[src/rtl/sseg_pkg.sv]
// Shared constants for the seven-segment readback path: active-low segment
// patterns (bits 6:0 = g..a), special digit codes and the scan FSM state type.
package sseg_pkg;

  localparam logic [6:0] SEG_0     = 7'b1000000;
  localparam logic [6:0] SEG_1     = 7'b1111001;
  localparam logic [6:0] SEG_2     = 7'b0100100;
  localparam logic [6:0] SEG_3     = 7'b0110000;
  localparam logic [6:0] SEG_4     = 7'b0011001;
  localparam logic [6:0] SEG_5     = 7'b0010010;
  localparam logic [6:0] SEG_6     = 7'b0000010;
  localparam logic [6:0] SEG_7     = 7'b1111000;
  localparam logic [6:0] SEG_8     = 7'b0000000;
  localparam logic [6:0] SEG_9     = 7'b0010000;
  localparam logic [6:0] SEG_BLANK = 7'b1111111;

  localparam logic [3:0] DIG_BLANK   = 4'hA;
  localparam logic [3:0] DIG_INVALID = 4'hF;

  typedef enum logic [1:0] {
    IDLE   = 2'd0,
    SETTLE = 2'd1,
    HOLD   = 2'd2
  } state_t;

endpackage

[src/rtl/sseg_pattern_decode.sv]
// Combinational inverse of the digit-to-segment encoder: 7-bit active-low
// pattern to 4-bit digit code, with valid low for any pattern outside the table.
module sseg_pattern_decode
  import sseg_pkg::*;
(
  input  logic [6:0] pattern,
  output logic [3:0] code,
  output logic       valid
);

  always_comb begin
    code  = DIG_INVALID;
    valid = 1'b1;
    case (pattern)
      SEG_0:     code = 4'd0;
      SEG_1:     code = 4'd1;
      SEG_2:     code = 4'd2;
      SEG_3:     code = 4'd3;
      SEG_4:     code = 4'd4;
      SEG_5:     code = 4'd5;
      SEG_6:     code = 4'd6;
      SEG_7:     code = 4'd7;
      SEG_8:     code = 4'd8;
      SEG_9:     code = 4'd9;
      SEG_BLANK: code = DIG_BLANK;
      default: begin
        code  = DIG_INVALID;
        valid = 1'b0;
      end
    endcase
  end

endmodule

[src/rtl/sseg_scan_decoder.sv]
// Watches a multiplexed 7-segment bus, waits for each strobed pattern to settle,
// decodes it and publishes a complete frame once every digit position has been seen.
module sseg_scan_decoder
  import sseg_pkg::*;
#(
  parameter int NUM_DIGITS    = 4,
  parameter int STABLE_CYCLES = 4,
  parameter int CNT_W         = 8
) (
  input  logic                      clk,
  input  logic                      reset,
  input  logic [NUM_DIGITS-1:0]     an,
  input  logic [7:0]                sseg,
  input  logic                      clr_err,
  output logic [4*NUM_DIGITS-1:0]   digits,
  output logic [NUM_DIGITS-1:0]     dp,
  output logic                      frame_valid,
  output logic                      seg_err,
  output logic                      err_sticky,
  output logic                      an_err
);

  localparam int                    SW       = NUM_DIGITS + 8;
  localparam logic [CNT_W-1:0]      STABLE   = CNT_W'(STABLE_CYCLES);
  localparam logic [CNT_W-1:0]      CNT_ONE  = CNT_W'(1);
  localparam logic [NUM_DIGITS-1:0] AN_ONE   = NUM_DIGITS'(1);

  logic [SW-1:0]                    sample_q;
  logic [CNT_W-1:0]                 cnt_q;
  logic [CNT_W-1:0]                 cnt_inc;
  state_t                           state_q;
  state_t                           state_d;
  logic                             changed;
  logic                             capture;

  logic [NUM_DIGITS-1:0]            an_low;
  logic                             multi_low;
  logic [7:0]                       seg_s;
  logic [3:0]                       dec_code;
  logic                             dec_valid;

  logic [NUM_DIGITS-1:0][3:0]       hold_q;
  logic [NUM_DIGITS-1:0][3:0]       hold_d;
  logic [NUM_DIGITS-1:0]            hold_dp_q;
  logic [NUM_DIGITS-1:0]            hold_dp_d;
  logic [NUM_DIGITS-1:0]            mask_q;
  logic [NUM_DIGITS-1:0]            mask_d;
  logic                             frame_load;
  logic                             seg_err_d;
  logic                             an_err_d;

  // A change is detected as the new sample is registered, so a pattern first
  // registered at edge E0 reaches STABLE_CYCLES identical samples at E(STABLE_CYCLES-1).
  assign changed = ({an, sseg} != sample_q);
  assign an_low  = ~sample_q[SW-1:8];
  assign seg_s   = sample_q[7:0];
  assign multi_low = ((an_low & (an_low - AN_ONE)) != '0);

  sseg_pattern_decode u_decode (
    .pattern (seg_s[6:0]),
    .code    (dec_code),
    .valid   (dec_valid)
  );

  always_comb begin
    cnt_inc = (cnt_q == STABLE) ? cnt_q : cnt_q + CNT_ONE;
    state_d = state_q;
    capture = 1'b0;
    case (state_q)
      IDLE:   if (changed) state_d = SETTLE;
      SETTLE: begin
        if (!changed && cnt_inc == STABLE) begin
          state_d = HOLD;
          capture = 1'b1;
        end
      end
      HOLD:   if (changed) state_d = SETTLE;
      default: state_d = IDLE;
    endcase
  end

  always_comb begin
    hold_d     = hold_q;
    hold_dp_d  = hold_dp_q;
    mask_d     = mask_q;
    frame_load = 1'b0;
    seg_err_d  = 1'b0;
    an_err_d   = 1'b0;
    if (capture) begin
      if (multi_low) begin
        an_err_d = 1'b1;
      end else if (an_low != '0) begin
        for (int i = 0; i < NUM_DIGITS; i++) begin
          if (an_low[i]) begin
            hold_d[i]    = dec_code;
            hold_dp_d[i] = ~seg_s[7];
          end
        end
        seg_err_d = ~dec_valid;
        if ((mask_q | an_low) == '1) begin
          frame_load = 1'b1;
          mask_d     = '0;
        end else begin
          mask_d = mask_q | an_low;
        end
      end
    end
  end

  always_ff @(posedge clk or posedge reset) begin
    if (reset) begin
      sample_q    <= '1;
      cnt_q       <= '0;
      state_q     <= IDLE;
      hold_q      <= {NUM_DIGITS{DIG_BLANK}};
      hold_dp_q   <= '0;
      mask_q      <= '0;
      digits      <= {NUM_DIGITS{DIG_BLANK}};
      dp          <= '0;
      frame_valid <= 1'b0;
      seg_err     <= 1'b0;
      an_err      <= 1'b0;
      err_sticky  <= 1'b0;
    end else begin
      sample_q    <= {an, sseg};
      cnt_q       <= changed ? CNT_ONE : cnt_inc;
      state_q     <= state_d;
      hold_q      <= hold_d;
      hold_dp_q   <= hold_dp_d;
      mask_q      <= mask_d;
      frame_valid <= frame_load;
      seg_err     <= seg_err_d;
      an_err      <= an_err_d;
      if (frame_load) begin
        digits <= hold_d;
        dp     <= hold_dp_d;
      end
      // A new error in the same cycle as a clear keeps the flag set.
      if (seg_err_d || an_err_d) err_sticky <= 1'b1;
      else if (clr_err)          err_sticky <= 1'b0;
    end
  end

endmodule
[config.mk]
export PLATFORM = sky130hd
export DESIGN_NAME = sseg_scan_decoder
export DESIGN_NICKNAME = d
export VERILOG_FILES = /design/src/rtl/sseg_pkg.sv /design/src/rtl/sseg_pattern_decode.sv /design/src/rtl/sseg_scan_decoder.sv
export SDC_FILE = /design/constraint.sdc
export NUM_CORES = 1
export LEC_CHECK = 0
export ABC_CLOCK_PERIOD_IN_PS = 2400
export CAP_MARGIN = 40
export CORE_MARGIN = 2
export CORE_UTILIZATION = 50
export DETAILED_ROUTE_END_ITERATION = 10
export PLACE_DENSITY = 0.74
export SYNTH_ARGS = -nofsm -noshare
export SYNTH_HDL_FRONTEND = slang
export SYNTH_SLANG_ARGS = --single-unit
[constraint.sdc]
create_clock -name clk -period 2.4 [get_ports clk]
set_input_delay 0.36 -clock clk [delete_from_list [all_inputs] [get_ports clk]]
set_output_delay 0.36 -clock clk [all_outputs]
set_load 0.02 [all_outputs]
==> results of run 1 <==
[state kept, by name, indices dropped and copies added, names as in the netlist]
name	flops
seg_err	1
frame_valid	1
err_sticky	1
dp	4
hold_dp_q	4
mask_q	4
sample_q	12
digits	16
hold_q	16
state_q	2
cnt_q	8
an_err	1
[layout by cell type, fill, tap and decap left out, drive strengths merged, types with 4 or more instances in the layout]
| cell | instances |
|---|---|
| mux2i | 13 |
| nor2b | 5 |
| a31oi | 5 |
| clkinv | 5 |
| dfrtp | 42 |
| nand4 | 14 |
| clkbuf | 11 |
| o31a | 5 |
| or3 | 4 |
| buf | 33 |
| nor2 | 14 |
| nand2 | 21 |
| nand3 | 4 |
| nor3 | 6 |
| clkdlybuf4s50 | 38 |
| mux2 | 32 |
| dfstp | 28 |
| a21oi | 7 |
| inv | 29 |
| nor4 | 8 |
| nand2b | 9 |
| o21ai | 10 |
| o31ai | 4 |
| nand4b | 5 |
| xnor2 | 19 |
[layout make-up]
class                      count  area (µm²)  area share (%)
clock inverter                 7        48.8            1.03
tap                          102         128            2.69
timing repair buffer          73         707            14.9
sequential                    70        1790            37.6
clock buffer                   9         124            2.61
inverter                      28         105            2.21
multi-input combinational    222        1850            38.9
[synth_stat cells (all sizes together), types with 5 or more instances]
cell type | count | area, µm²
a21oi | 7 | 35.0
a31oi | 5 | 31.3
buf | 17 | 140
clkbuf | 8 | 30.0
dfrtp | 42 | 1050
dfstp | 28 | 736
inv | 28 | 105
mux2 | 32 | 405
mux2i | 13 | 130
nand2 | 21 | 86.3
nand2b | 9 | 56.3
nand4 | 14 | 113
nand4b | 5 | 43.8
nor2 | 14 | 52.6
nor2b | 5 | 31.3
nor3 | 6 | 30.0
nor4 | 8 | 71.3
o21ai | 10 | 50.1
o31a | 5 | 43.8
xnor2 | 19 | 166
[power by group through the flow]
stage,logic [mW],registers (mW),clock network (mW)
CTS,0.169,1.23,0.862
global route,0.184,1.23,0.920
detailed placement,0.168,1.25,0
floorplan,0.120,1.22,0
global placement,0.165,1.25,0
finish,0.167,1.23,0.847
[critical path: cells and delay by family, from the launching register on]
kind                       cells  cell delay [ps]
AOI/OAI and AO/OA              1              380
adders and majority gates      1              150
and+or+nand+nor                3              770
muxes                          1              300
DFF                            1              380
buffers and inverters          2              280
[final timing paths]
check | startpoint | to | slack (ps)
setup / recovery | cnt_q[1] | dp[1] | 30
hold / removal | reset | mask_q[0] | 410
setup reg to reg | cnt_q[1] | dp[1] | 30
hold reg to reg | state_q[1] | state_q[0] | 490
max in group asynchronous | reset | sample_q[11] | 1670
min in group clk | sseg[1] | sample_q[1] | 470
[kinds of logic (layout without fill, tap and decap cells)]
kind of cell / after synthesis / in the layout
AOI/OAI and AO/OA: 51 / 51
xor gates and xnor gates: 22 / 22
adders and majority gates: 3 / 3
buffers and inverters: 53 / 117
DFF: 70 / 70
muxes: 45 / 45
and+or+nand+nor: 101 / 101
[routing by layer]
| layer | GRT usage, % | part of all wire, % |
|---|---|---|
| met5 | 0 | 0 |
| met4 | 5.22 | 1.3 |
| met3 | 4.85 | 3.7 |
| met2 | 36.3 | 51 |
| met1 | 26.3 | 44 |
[repair_timing]
| action | 4_1_cts | 5_1_grt |
|---|---|---|
| resized for setup | 0 | 12 |
| hold buffers | 0 | 0 |
| buffers inserted | 0 | 5 |
| setup endpoints to repair | 0 | 29 |
[per-stage QoR]
step	setup TNS (ps)	std cells	setup WS (ps)	power, mW
finish	0	511	25.8	2.24
global route	-590	511	-60.8	2.33
CTS	0	504	30.5	2.26
global placement	-758	488	-84.6	1.41
detailed placement	-2410	488	-122	1.41
floorplan	0	345	0.154	1.34
==> results.py, run 1 <==
metrics = {
    "yosys": {
        "synth_cell_type_count": 62,
        "ys_warn_count": 0,
        "syn_inst": 345,
        "synth_fp_nets": 362,
        "synth-adder-area-share_pct": 0.904,
        "synth_edf_count": 0,
        "synth_area_per_cell_um2": 11.2,
        "async_reset_ff_share_pct": 100,
        "synthMuxAreaShare_pct": 13.8,
        "synth-compound-area-share_pct": 10.3,
        "synth_xor_area_share_pct": 4.97,
        "synth_top_family_by_area": "simple AND/OR/NAND/NOR gates",
        "yosys.area_share.simple_pct": 16.8,
        "synth-main-ff-cell": "dfrtp_1",
        "yosysSeqAreaShare_pct": 46.1,
        "synth_seq_cells": 70,
        "syn_area_um2": 3870,
    },
    "worst_setup_path": {
        "worstSetupPathType": "reg -> reg",
        "cp_max_fo": 6,
        "max_stage_delay_ps": 440,
        "end_kind": "flip-flop",
        "reg2reg_depth": 8,
        "cp.arrival_ps": 2600,
        "worstPathCellList": "inv_1 > ha_4 > nand4bb_4 > o31a_1 > nand4b_1 > and4b_4 > clkbuf_16 > mux2_4",
        "worst_ep_required_time_ps": 2630,
        "critPathSlowestCell": "and4b_4",
        "start_kind": "flip-flop",
    },
    "final_layout": {
        "drive_above_1_share_pct": 32.5,
        "num-fill-cells": 619,
        "final_nets": 421,
        "syn2layout_area_growth_pct": 22.5,
        "final_util_pct": 62.4,
        "antenna_cells": 0,
        "finalInstanceArea_um2": 4750,
    },
    "timing": {
        "whs_ps": 414,
        "max_freq_ghz": 0.421,
        "rsz0062_at_grt": "yes",
        "slew_violations": 0,
        "period_share_pct": 98.9,
        "tightest_slew_ps": 694,
        "clock_skew_ps": 11.2,
        "final_hold_viol_count": 0,
        "period_minus_slack_ps": 2370,
        "setup-violations-final": 0,
        "relSlewSlack_pct": 53.5,
    },
    "placement": {
        "place_area_um2": 4450,
        "place_congestion": 0.765,
        "port_buffers": 38,
        "dp_hpwl_um": 5820,
    },
    "routing": {
        "wl_um": 8510,
        "viasPerCell": 5.55,
        "post-route-drc-count": 0,
        "antenna_left": 0,
        "wl_per_cell_um": 16.6,
        "first_iter_violations": 132,
        "via_count": 2834,
        "dr.pass1.iters": 4,
    },
    "clock_tree": {
        "cts.sinks": 70,
        "clock_latency_ps": 340,
        "clk_pin_slew_ps": 80,
        "clock-root-buffer": "clkbuf_8",
        "cts_max_level": 3,
        "cts_tree": "done",
        "cts-buffers-inserted": 9,
        "clock_path_buffers": 2,
    },
    "floorplan": {
        "core_area_um2": 7610,
        "dieArea_um2": 8470,
        "io_pins": 39,
        "die_h_um": 92.0,
        "rows": 32,
        "die_w_um": 92.0,
        "start_util_pct": 50.9,
    },
    "pwr": {
        "powerDensity_nw_per_um2": 472,
        "clock_power_share_pct": 37.8,
        "internal-power_mw": 1.65,
        "swShare_pct": 26.3,
        "irDropWorstVdd_uv": 283,
        "power_frac_comb_pct": 7.5,
        "p_leak_nw": 2.16,
        "pwr-share-seq_pct": 54.8,
        "p_sw_mw": 0.589,
    },
    "global_route": {
        "grt_pass1_wl_um": 13800,
        "antenna_found_initial": 0,
        "grt_pass1_vias": 2875,
        "overflow": 0,
        "grt_start_max_net_pins": 71,
        "grt.total_usage_pct": 20.9,
    },
    "flow_run": {
        "cap_violations": 0,
    },
    "outcome": {
        "status": "finished clean",
    },
    "worst_hold_path": {
        "hold_class": "in -> async",
    },
}
(Power assumes the default switching activity.)
==> run 2: changes to the inputs <==
--- a/config.mk
+++ b/config.mk
@@ -10,6 +10,7 @@
 export CORE_MARGIN = 2
 export CORE_UTILIZATION = 50
 export DETAILED_ROUTE_END_ITERATION = 10
+export HOLD_SLACK_MARGIN = 0.08
 export PLACE_DENSITY = 0.74
 export SYNTH_ARGS = -nofsm -noshare
 export SYNTH_HDL_FRONTEND = slang
==> results of run 2 <==
Final layout, timing and power as in run 1 (identical DEF).
